`src/rtl/gb_fb_write_ctrl_if.sv`:
```
// Avalon-MM register port of the frame buffer write controller.
interface gb_fb_write_ctrl_if;
    logic       chipselect;
    logic       write;
    logic [1:0] address;
    logic [7:0] writedata;
    logic       waitrequest;

    modport master (
        output chipselect, write, address, writedata,
        input  waitrequest
    );

    modport slave (
        input  chipselect, write, address, writedata,
        output waitrequest
    );
endinterface

```
`src/rtl/gb_fb_write_ctrl.sv`:
```
// Frame buffer write-port arbiter: PPU stream, clear/fill sequencer, host pokes.
module gb_fb_write_ctrl #(
    parameter int FB_DEPTH   = 23040,
    parameter int ADDR_WIDTH = 15
) (
    input  logic                  clk,
    input  logic                  reset_n,
    input  logic                  px_valid,
    input  logic [1:0]            px_data,
    input  logic                  frame_start,
    gb_fb_write_ctrl_if.slave     av,
    output logic                  fb_we,
    output logic [ADDR_WIDTH-1:0] fb_addr,
    output logic [1:0]            fb_data,
    output logic                  busy,
    output logic                  frame_done
);

    typedef enum logic [1:0] {IDLE, CLEAR, POKE_WAIT} state_t;

    localparam logic [ADDR_WIDTH-1:0] LAST  = ADDR_WIDTH'(FB_DEPTH - 1);
    localparam logic [ADDR_WIDTH-1:0] DEPTH = ADDR_WIDTH'(FB_DEPTH);

    state_t                state_q, state_d;
    logic [ADDR_WIDTH-1:0] wp_q, wp_d, px_addr;
    logic [ADDR_WIDTH-1:0] cc_q, cc_d;
    logic                  freeze_q;
    logic [1:0]            fill_q, fill_nx;
    logic [7:0]            poke_lo_q;
    logic [6:0]            poke_hi_q;
    logic [ADDR_WIDTH-1:0] pk_addr_q;
    logic [1:0]            pk_data_q;

    logic                  we_d, busy_d, fd_d;
    logic [ADDR_WIDTH-1:0] addr_d;
    logic [1:0]            data_d;

    logic wr_req, clr_req, pkd_req, wr_ok;
    logic clr_start, poke_start, ppu_we, pk_go;
    logic unused_wd;

    assign unused_wd = ^{av.writedata[7:4]};

    assign wr_req  = av.chipselect & av.write;
    assign clr_req = wr_req && av.address == 2'd0 && av.writedata[0];
    assign pkd_req = wr_req && av.address == 2'd3;

    // Only a second poke or a re-trigger of the clear can stall the host
    assign av.waitrequest = (pkd_req && state_q == POKE_WAIT)
                         || (clr_req && state_q != IDLE);

    assign wr_ok      = wr_req & ~av.waitrequest;
    assign clr_start  = clr_req && state_q == IDLE;
    assign poke_start = pkd_req && state_q == IDLE;

    assign fill_nx = (wr_ok && av.address == 2'd0) ?
                     av.writedata[3:2] : fill_q;

    assign ppu_we = px_valid & ~freeze_q;
    assign pk_go  = ~px_valid | freeze_q;

    // Pointer runs independently of who owns the write port
    always_comb begin
        px_addr = frame_start ? '0 : wp_q;
        wp_d    = wp_q;
        fd_d    = 1'b0;
        if (px_valid) begin
            wp_d = (px_addr == LAST) ? '0 : px_addr + ADDR_WIDTH'(1);
            fd_d = (px_addr == LAST);
        end else if (frame_start) begin
            wp_d = '0;
        end
    end

    always_comb begin
        state_d = state_q;
        cc_d    = cc_q;
        we_d    = 1'b0;
        addr_d  = fb_addr;
        data_d  = fb_data;
        busy_d  = 1'b0;
        if (ppu_we) begin
            we_d   = 1'b1;
            addr_d = px_addr;
            data_d = px_data;
        end
        unique case (state_q)
            IDLE: begin
                if (clr_start) begin
                    // First fill write goes out with the trigger edge
                    state_d = CLEAR;
                    cc_d    = ADDR_WIDTH'(1);
                    we_d    = 1'b1;
                    addr_d  = '0;
                    data_d  = fill_nx;
                    busy_d  = 1'b1;
                end else if (poke_start) begin
                    state_d = POKE_WAIT;
                    busy_d  = 1'b1;
                end
            end
            CLEAR: begin
                we_d   = 1'b1;
                addr_d = cc_q;
                data_d = fill_nx;
                busy_d = 1'b1;
                cc_d   = cc_q + ADDR_WIDTH'(1);
                if (cc_q == LAST) state_d = IDLE;
            end
            POKE_WAIT: begin
                busy_d = 1'b1;
                if (pk_addr_q >= DEPTH) begin
                    state_d = IDLE;
                end else if (pk_go) begin
                    we_d    = 1'b1;
                    addr_d  = pk_addr_q;
                    data_d  = pk_data_q;
                    state_d = IDLE;
                end
            end
            default: state_d = IDLE;
        endcase
    end

    always_ff @(posedge clk or negedge reset_n) begin
        if (!reset_n) begin
            state_q <= IDLE;
            cc_q    <= '0;
            wp_q    <= '0;
        end else begin
            state_q <= state_d;
            cc_q    <= cc_d;
            wp_q    <= wp_d;
        end
    end

    always_ff @(posedge clk or negedge reset_n) begin
        if (!reset_n) begin
            freeze_q  <= 1'b0;
            fill_q    <= 2'd0;
            poke_lo_q <= 8'd0;
            poke_hi_q <= 7'd0;
            pk_addr_q <= '0;
            pk_data_q <= 2'd0;
        end else begin
            fill_q <= fill_nx;
            if (wr_ok) begin
                unique case (av.address)
                    2'd0: freeze_q  <= av.writedata[1];
                    2'd1: poke_lo_q <= av.writedata;
                    2'd2: poke_hi_q <= av.writedata[6:0];
                    2'd3: pk_data_q <= av.writedata[1:0];
                    default: ;
                endcase
            end
            // Address is snapshotted so later LO/HI writes leave it alone
            if (poke_start) pk_addr_q <= ADDR_WIDTH'({poke_hi_q, poke_lo_q});
        end
    end

    always_ff @(posedge clk or negedge reset_n) begin
        if (!reset_n) begin
            fb_we      <= 1'b0;
            fb_addr    <= '0;
            fb_data    <= 2'd0;
            busy       <= 1'b0;
            frame_done <= 1'b0;
        end else begin
            fb_we      <= we_d;
            fb_addr    <= addr_d;
            fb_data    <= data_d;
            busy       <= busy_d;
            frame_done <= fd_d;
        end
    end

endmodule
```
`src/flat_wrapper.sv`:
```
// flat-port wrapper written by rule: the top's interface ports become plain ports
module gb_fb_write_ctrl_flat 
#(
    parameter int FB_DEPTH   = 23040,
    parameter int ADDR_WIDTH = 15
)
  (clk, reset_n, px_valid, px_data, frame_start, fb_we, fb_addr, fb_data, busy, frame_done, av_chipselect, av_write, av_address, av_writedata, av_waitrequest);
  gb_fb_write_ctrl_if av_i ();
  input  logic clk;
  input  logic reset_n;
  input  logic px_valid;
  input  logic [1:0] px_data;
  input  logic frame_start;
  output logic fb_we;
  output logic [ADDR_WIDTH-1:0] fb_addr;
  output logic [1:0] fb_data;
  output logic busy;
  output logic frame_done;
  input wire logic [$bits(av_i.chipselect)-1:0] av_chipselect;
  input wire logic [$bits(av_i.write)-1:0] av_write;
  input wire logic [$bits(av_i.address)-1:0] av_address;
  input wire logic [$bits(av_i.writedata)-1:0] av_writedata;
  output wire logic [$bits(av_i.waitrequest)-1:0] av_waitrequest;
  assign av_i.chipselect = av_chipselect;
  assign av_i.write = av_write;
  assign av_i.address = av_address;
  assign av_i.writedata = av_writedata;
  assign av_waitrequest = av_i.waitrequest;
  gb_fb_write_ctrl #(.FB_DEPTH(FB_DEPTH), .ADDR_WIDTH(ADDR_WIDTH)) u_core (.clk(clk), .reset_n(reset_n), .px_valid(px_valid), .px_data(px_data), .frame_start(frame_start), .av(av_i), .fb_we(fb_we), .fb_addr(fb_addr), .fb_data(fb_data), .busy(busy), .frame_done(frame_done));
endmodule
```
`config.mk`:
```
export PLATFORM = sky130hd
export DESIGN_NAME = gb_fb_write_ctrl_flat
export DESIGN_NICKNAME = d
export VERILOG_FILES = /design/src/rtl/gb_fb_write_ctrl_if.sv /design/src/rtl/gb_fb_write_ctrl.sv /design/src/flat_wrapper.sv
export SDC_FILE = /design/constraint.sdc
export NUM_CORES = 1
export LEC_CHECK = 0
export ABC_AREA = 0
export BUFFER_PORTS_ARGS = -buffer_cell sky130_fd_sc_hd__buf_2
export CAP_MARGIN = 20
export CORE_AREA = 2 2 94 96
export CTS_CLUSTER_SIZE = 10
export DETAILED_ROUTE_END_ITERATION = 7
export DIE_AREA = 0 0 96 98
export PLACE_DENSITY_LB_ADDON = 0.2
export SLEW_MARGIN = 15
export SYNTH_ARGS = -nofsm -noshare
export SYNTH_HDL_FRONTEND = slang
export SYNTH_SLANG_ARGS = --single-unit
```
`constraint.sdc`:
```
create_clock -name clk -period 2.1 [get_ports clk]
set_input_delay 0.63 -clock clk [delete_from_list [all_inputs] [get_ports clk]]
set_output_delay 0.63 -clock clk [all_outputs]
set_load 0.05 [all_outputs]
```
# Word-level counts from Yosys, hierarchy flattened
# Cells that the tools add are included.
# Widths: inputs -> output; s select.
# op_classes
shift	0
n_mul	0
div_mod_pow	0
reduce_logical	20
n_eq_ne	11
mux	31
bitwise_logic	7
magnitude_cmp	1
add_sub_neg	2
# op_table
cell	count
$mux 15	8
$pmux 15 s3	1
$add 15x1->15 const B	2
$eq 15x15->1 const B	2
$pmux 15 s2	1
$mux 2	10
$ge 15x15->1 const B	1
$pmux 2 s3	2
$reduce_and 2->1	5
$logic_and 1x1->1	8
$mux 1	7
$eq 2x2->1 const B	3
$eq 2x1->1 const B	2
$logic_not 2->1	2
$ne 2x1->1 const B	2
$reduce_bool 2->1	2
$and 1x1->1	3
$ne 3x1->1 const B	1
$ne 3x2->1 const B	1
$not 1->1	3
$pmux 1 s3	1
$reduce_and 3->1	1
$pmux 1 s2	1
$reduce_or 2->1	1
2 further kinds	2
# word_totals
wordCells	86
rom_bits	0
memories	0
latch_bits	0
inputBits	18
out_inout_bits	21
ff_bits	87
mem_bits_rw	0

# Depth between registers and ports, before layout
# logic_depth
depth_word	11
depth_mapped	9
ltp_nobuf	8

# Worst setup path after synthesis
# No wires, ideal clock.
# synth_timing
path_type	input to register
start	input frame_start
end	register u_core.wp_q[10]
t_required_ns	1.969
arrival_time_ns	2.212
slack_ns	-0.243
stages	9
n_path_buf	2
setup_time_ns	0.131
cell_sequence	clkbuf_1 -> clkbuf_1 -> nor2b_1 -> ha_1 -> inv_1 -> nor4_2 -> nand3_1 -> xor2_1 -> nor2_1
# synth_between
elab_chain_cells	4
word_cells_on_any_way	5
cone_classes	1 x add/sub; 1 x eq/ne; 3 x mux
# synth_lines
element	line	text
from (decl)	flat_wrapper.sv:13	input logic frame_start;
$mux 15 *	gb_fb_write_ctrl.sv:64	px_addr = frame_start ? '0 : wp_q;
$add 15x1->15 / $eq 15x15->1 (equally long branches)	gb_fb_write_ctrl.sv:68	wp_d = (px_addr == LAST) ? '0 : px_addr + ADDR_WIDTH'(1);
$mux 15	gb_fb_write_ctrl.sv:68	
$mux 15 *	gb_fb_write_ctrl.sv:67	if (px_valid) begin
named net u_core.wp_d[10]	gb_fb_write_ctrl.sv:25	logic [ADDR_WIDTH-1:0] wp_q, wp_d, px_addr;
to (signal assigned)	gb_fb_write_ctrl.sv:133	wp_q <= wp_d;
to (decl)	gb_fb_write_ctrl.sv:25	
# The timed path passes the listed nets; every way through them passes the cells marked *.
# A chain may end at the register's enable or synchronous reset.

# Worst setup path in the final report
# layout_timing
start	register u_core.state_q[0]
end	output av_waitrequest
# layout_between
elab_chain_cells	3
word_cells_on_any_way	5
cone_classes	1 x eq/ne; 4 x reduce/logical
# layout_lines
element	line	text
from (decl)	gb_fb_write_ctrl.sv:24	state_t state_q, state_d;
from (signal assigned)	gb_fb_write_ctrl.sv:131	state_q <= state_d;
$eq 2x2->1 / $reduce_bool 2->1 (equally long branches)	gb_fb_write_ctrl.sv:49, gb_fb_write_ctrl.sv:50	
$logic_and 1x1->1 (on tied branches)	gb_fb_write_ctrl.sv:49, gb_fb_write_ctrl.sv:50	
$logic_or 1x1->1 *	gb_fb_write_ctrl.sv:50	|| (clr_req && state_q != IDLE);
to (decl)	flat_wrapper.sv:23	output wire logic [$bits(av_i.waitrequest)-1:0] av_waitrequest;
# Mark *: on every way between the ends. The rest lies on a longest branch, timed or not.

==> impl_metrics.csv <==
group,metric,value,unit
outcome,status,"complete, but fails checks",
outcome,failed_checks,"negative setup slack",
pwr,p_clk_share,18.8,%
synth,syn-num-nets,450,
clock_tree,holdBufCountCts,0,
critical_path,arrival,1.57,ns
synth,synthesis.area,4460,um^2
synth,synthCells,426,
floorplanning,start_util,52.7,%
critical_path,cpPeakStageDelay,0.41,ns
critical_path,crit_chain,"inv_2 -> ha_4 -> nand3_2 -> o41ai_4 -> and3_1 -> buf_6",
critical_path,crit_path_start_kind,"register",
placed_design,finalWeightedCongestion,0.865,
floorplanning,die_h,98,um
floorplanning,ios,39,
detailed_routing,drt_iter0_drc,273,
critical_path,startpoint,"u_core.state_q[0]",
clock_tree,cts.root.buffer_cell,"clkbuf_8",
final_layout,n_antenna_cell,0,
detailed_routing,vias,3566,
clock_tree,cts_tree,"yes",
critical_path,crit_path_max_fanout,3,
synth,synth.area.top_cells,"dfrtp_1 (49%), mux2_2 (8.3%), nand2_1 (4.8%)",
final_layout,nNetsFinal,522,
pwr,cell_internal_pwr,3590,uW
critical_path,cp_top_family,"flip-flops",
critical_path,path_buf_inv,2,
clock_tree,htreeDepth,3,
timing,setup_ws,-0.102,ns
pwr,p_leak,0.00248,uW
placed_design,place_ws,-0.0583,ns
synth,yosysTopAreaCell,"dfrtp_1",
clock_tree,clk_pin_slew,0.09,ns
detailed_routing,routed_wl,10.9,mm
global_route,grt_max_degree,38,
synth,ys_types,57,
detailed_routing,first_pass_iters,4,
pwr,vdd_drop_max,676,uV
clock_tree,insertion_delay,0.37,ns
critical_path,rr_startpoint,"u_core.cc_q[0]",
timing,hold_viol_final,0,
timing,fin_crit_sh,105,%
floorplanning,rows,34,
final_layout,drive_gt1_share,30.4,%
detailed_routing,detail_route.wl_per_cell,17.8,um
timing,fmax,0.454,GHz
final_layout,fin_util,62.7,%
pwr,switchingPower,2690,uW
pwr,pwr-share-comb,40.2,%
critical_path,end_kind,"output pin",
placed_design,io_buffers,38,
synth,synth_top_area_share,48.8,%
timing,max_slew_margin,53.2,%
placed_design,post_dp_cell_area,5020,um^2
timing,min_period,2.20,ns
clock_tree,cts.sinks,87,
synth,synth_edf_count,0,
clock_tree,cts_buffers,9,
synth,ys_seq_area_share,48.8,%
synth,synth_warnings,0,
global_route,track_usage,24.9,%
final_layout,final_cell_area,5310,um^2
detailed_routing,postRouteAntennaNets,0,
timing,setup_viol_count_final,1,
worst_hold_path,worstHoldPathType,"in2async",
clock_tree,clockBufferDepth,2,
global_route,grt_pass1_vias,3507,
global_route,grt_first_pass_wirelength,18.0,mm
timing,whs,0.199,ns
synth,ys_seq_elements,87,
timing,rsz0062_at_grt,"yes",
floorplanning,die_area,9410,um^2
detailed_routing,drcViolationCount,0,
critical_path,cp_slowest_cell,"dfrtp_1",
placed_design,dpl.hpwl,7.92,mm
timing,setup_tns,-0.102,ns
detailed_routing,vias_per_cell,5.84,
critical_path,required,1.47,ns
global_route,antenna_found_initial,0,
synth,synth_flop_cell,"dfrtp_1",
pwr,power_density,1180,nW/um^2
final_layout,area_delta_synth_final,19.1,%
synth,avgSynthCellArea,10.5,um^2
floorplanning,coreArea,8470,um^2
timing,tightest_slew,0.699,ns
critical_path,crit_type,"reg2out",
pwr,pwr-share-seq,41.0,%
timing,fin_skew,0.0123,ns
floorplanning,fp.dieW,96,um
global_route,overflow,0,
job,max_cap_viol_count,0,
synth,async_reset_ff_share,100,%
pwr,switching_share,42.8,%
timing,drv_slew,0,
-- cells in the final DEF, fill, tap and decap left out, types with 7 or more instances in the layout --
| master | count |
|---|---|
| a21oi_1 | 9 |
| a221o_1 | 11 |
| a31oi_1 | 10 |
| buf_2 | 36 |
| buf_4 | 40 |
| clkbuf_8 | 9 |
| dfrtp_1 | 87 |
| inv_1 | 7 |
| mux2_2 | 33 |
| mux2i_1 | 7 |
| nand2_1 | 57 |
| nand2b_1 | 9 |
| nand3_1 | 9 |
| nand4_1 | 10 |
| nor2_1 | 31 |
| nor2b_1 | 8 |
| nor3_1 | 9 |
| o21ai_0 | 19 |
| xnor2_1 | 12 |
| xor2_1 | 13 |
-- per-stage QoR --
stage | power, uW | instances
detailed placement | 5030 | 591
floorplan | 4210 | 426
CTS | 6240 | 610
finish | 6280 | 611
global placement | 4950 | 591
global route | 6640 | 611
-- layer usage --
metal  vias to the layer above  share of wire, %  GRT usage, %
li1                       1684                 -             -
met1                      1774                46          35.1
met2                        86                47          38.6
met3                        22               4.8          4.40
met4                         0               2.3          9.23
met5                         -                 0             0
-- synth_stat cells, types with 2 or more instances --
cell / number
o22ai_1: 2
a211o_1: 2
nand3_1: 10
o21ai_0: 19
and3_1: 4
a31oi_1: 10
a22oi_1: 3
mux2i_1: 7
nor4_4: 2
a21oi_1: 9
buf_6: 2
nand4b_1: 2
inv_1: 9
nand4_1: 10
nor4_1: 2
xnor2_1: 12
nand2_1: 57
nand3b_1: 3
xor2_1: 13
o21ai_1: 2
nor2b_1: 10
clkbuf_1: 8
nor2_1: 31
mux2_2: 33
buf_2: 8
o221ai_1: 3
nor3_1: 9
a22o_1: 5
ha_1: 6
o41ai_1: 2
a221o_1: 11
nand2b_1: 9
dfrtp_1: 87
-- state kept, by name (all words and copies together) (netlist names) --
name               cells
u_core.poke_lo_q       8
u_core.frame_done      1
u_core.poke_hi_q       7
u_core.state_q         2
u_core.fill_q          2
u_core.busy            1
u_core.pk_data_q       2
u_core.freeze_q        1
u_core.fb_addr        15
u_core.fb_we           1
u_core.wp_q           15
u_core.cc_q           15
u_core.pk_addr_q      15
u_core.fb_data         2
-- worst paths after layout --
path | endpoint | slack [ns] | depth (start not counted)
max | av_waitrequest | -0.10 | 6
min | u_core.cc_q[2] | 0.20 | 1
max reg2reg | u_core.state_q[0] | 0.10 | 6
min reg2reg | u_core.pk_addr_q[9] | 0.50 | 1
max in group asynchronous | u_core.pk_addr_q[11] | 1.25 | 2
min in group clk | u_core.poke_lo_q[7] | 0.48 | 2
-- worst reg2reg max path: stages (launching register included) --
cell	delay (ns)
dfrtp_1	0.53
ha_1	0.37
nand3b_1	0.12
nor4_1	0.20
nand2_1	0.12
a21oi_1	0.33
mux2i_1	0.25
-- power groups by stage --
stage               Sequential (uW)  Clock, uW  Combinational, uW
finish                         2570       1180               2520
global route                   2640       1280               2720
CTS                            2570       1200               2480
floorplan                      3010          0               1200
global placement               2580          0               2370
detailed placement             2600          0               2430
-- area by class of cell --
class | instances | area (um^2)
well taps | 108 | 135
clock inverters | 7 | 72.6
clock buffers | 9 | 124
multi-input cells | 311 | 2210
repair buffers | 80 | 552
inverters | 9 | 33.8
fillers | 700 | 3160
flip-flops and latches | 87 | 2180
-- logic make-up after synthesis --
kind of cell	count (synthesis)	synth area share [%]
xor gates and xnor gates	25	4.91
muxes	40	9.91
AOI/OAI and AO/OA	78	12.4
and+or+nand+nor	162	19.3
adders and majority gates	6	1.68
buffers and inverters	28	2.95
DFF	87	48.8
-- timing repair --
item,4_1_cts,5_1_grt
pin swaps,3,2
resized for setup,8,4
endpoints found under the setup margin,1,1
gates cloned,0,0
setup buffers,3,1
Power figures use the tool's default switching activity.
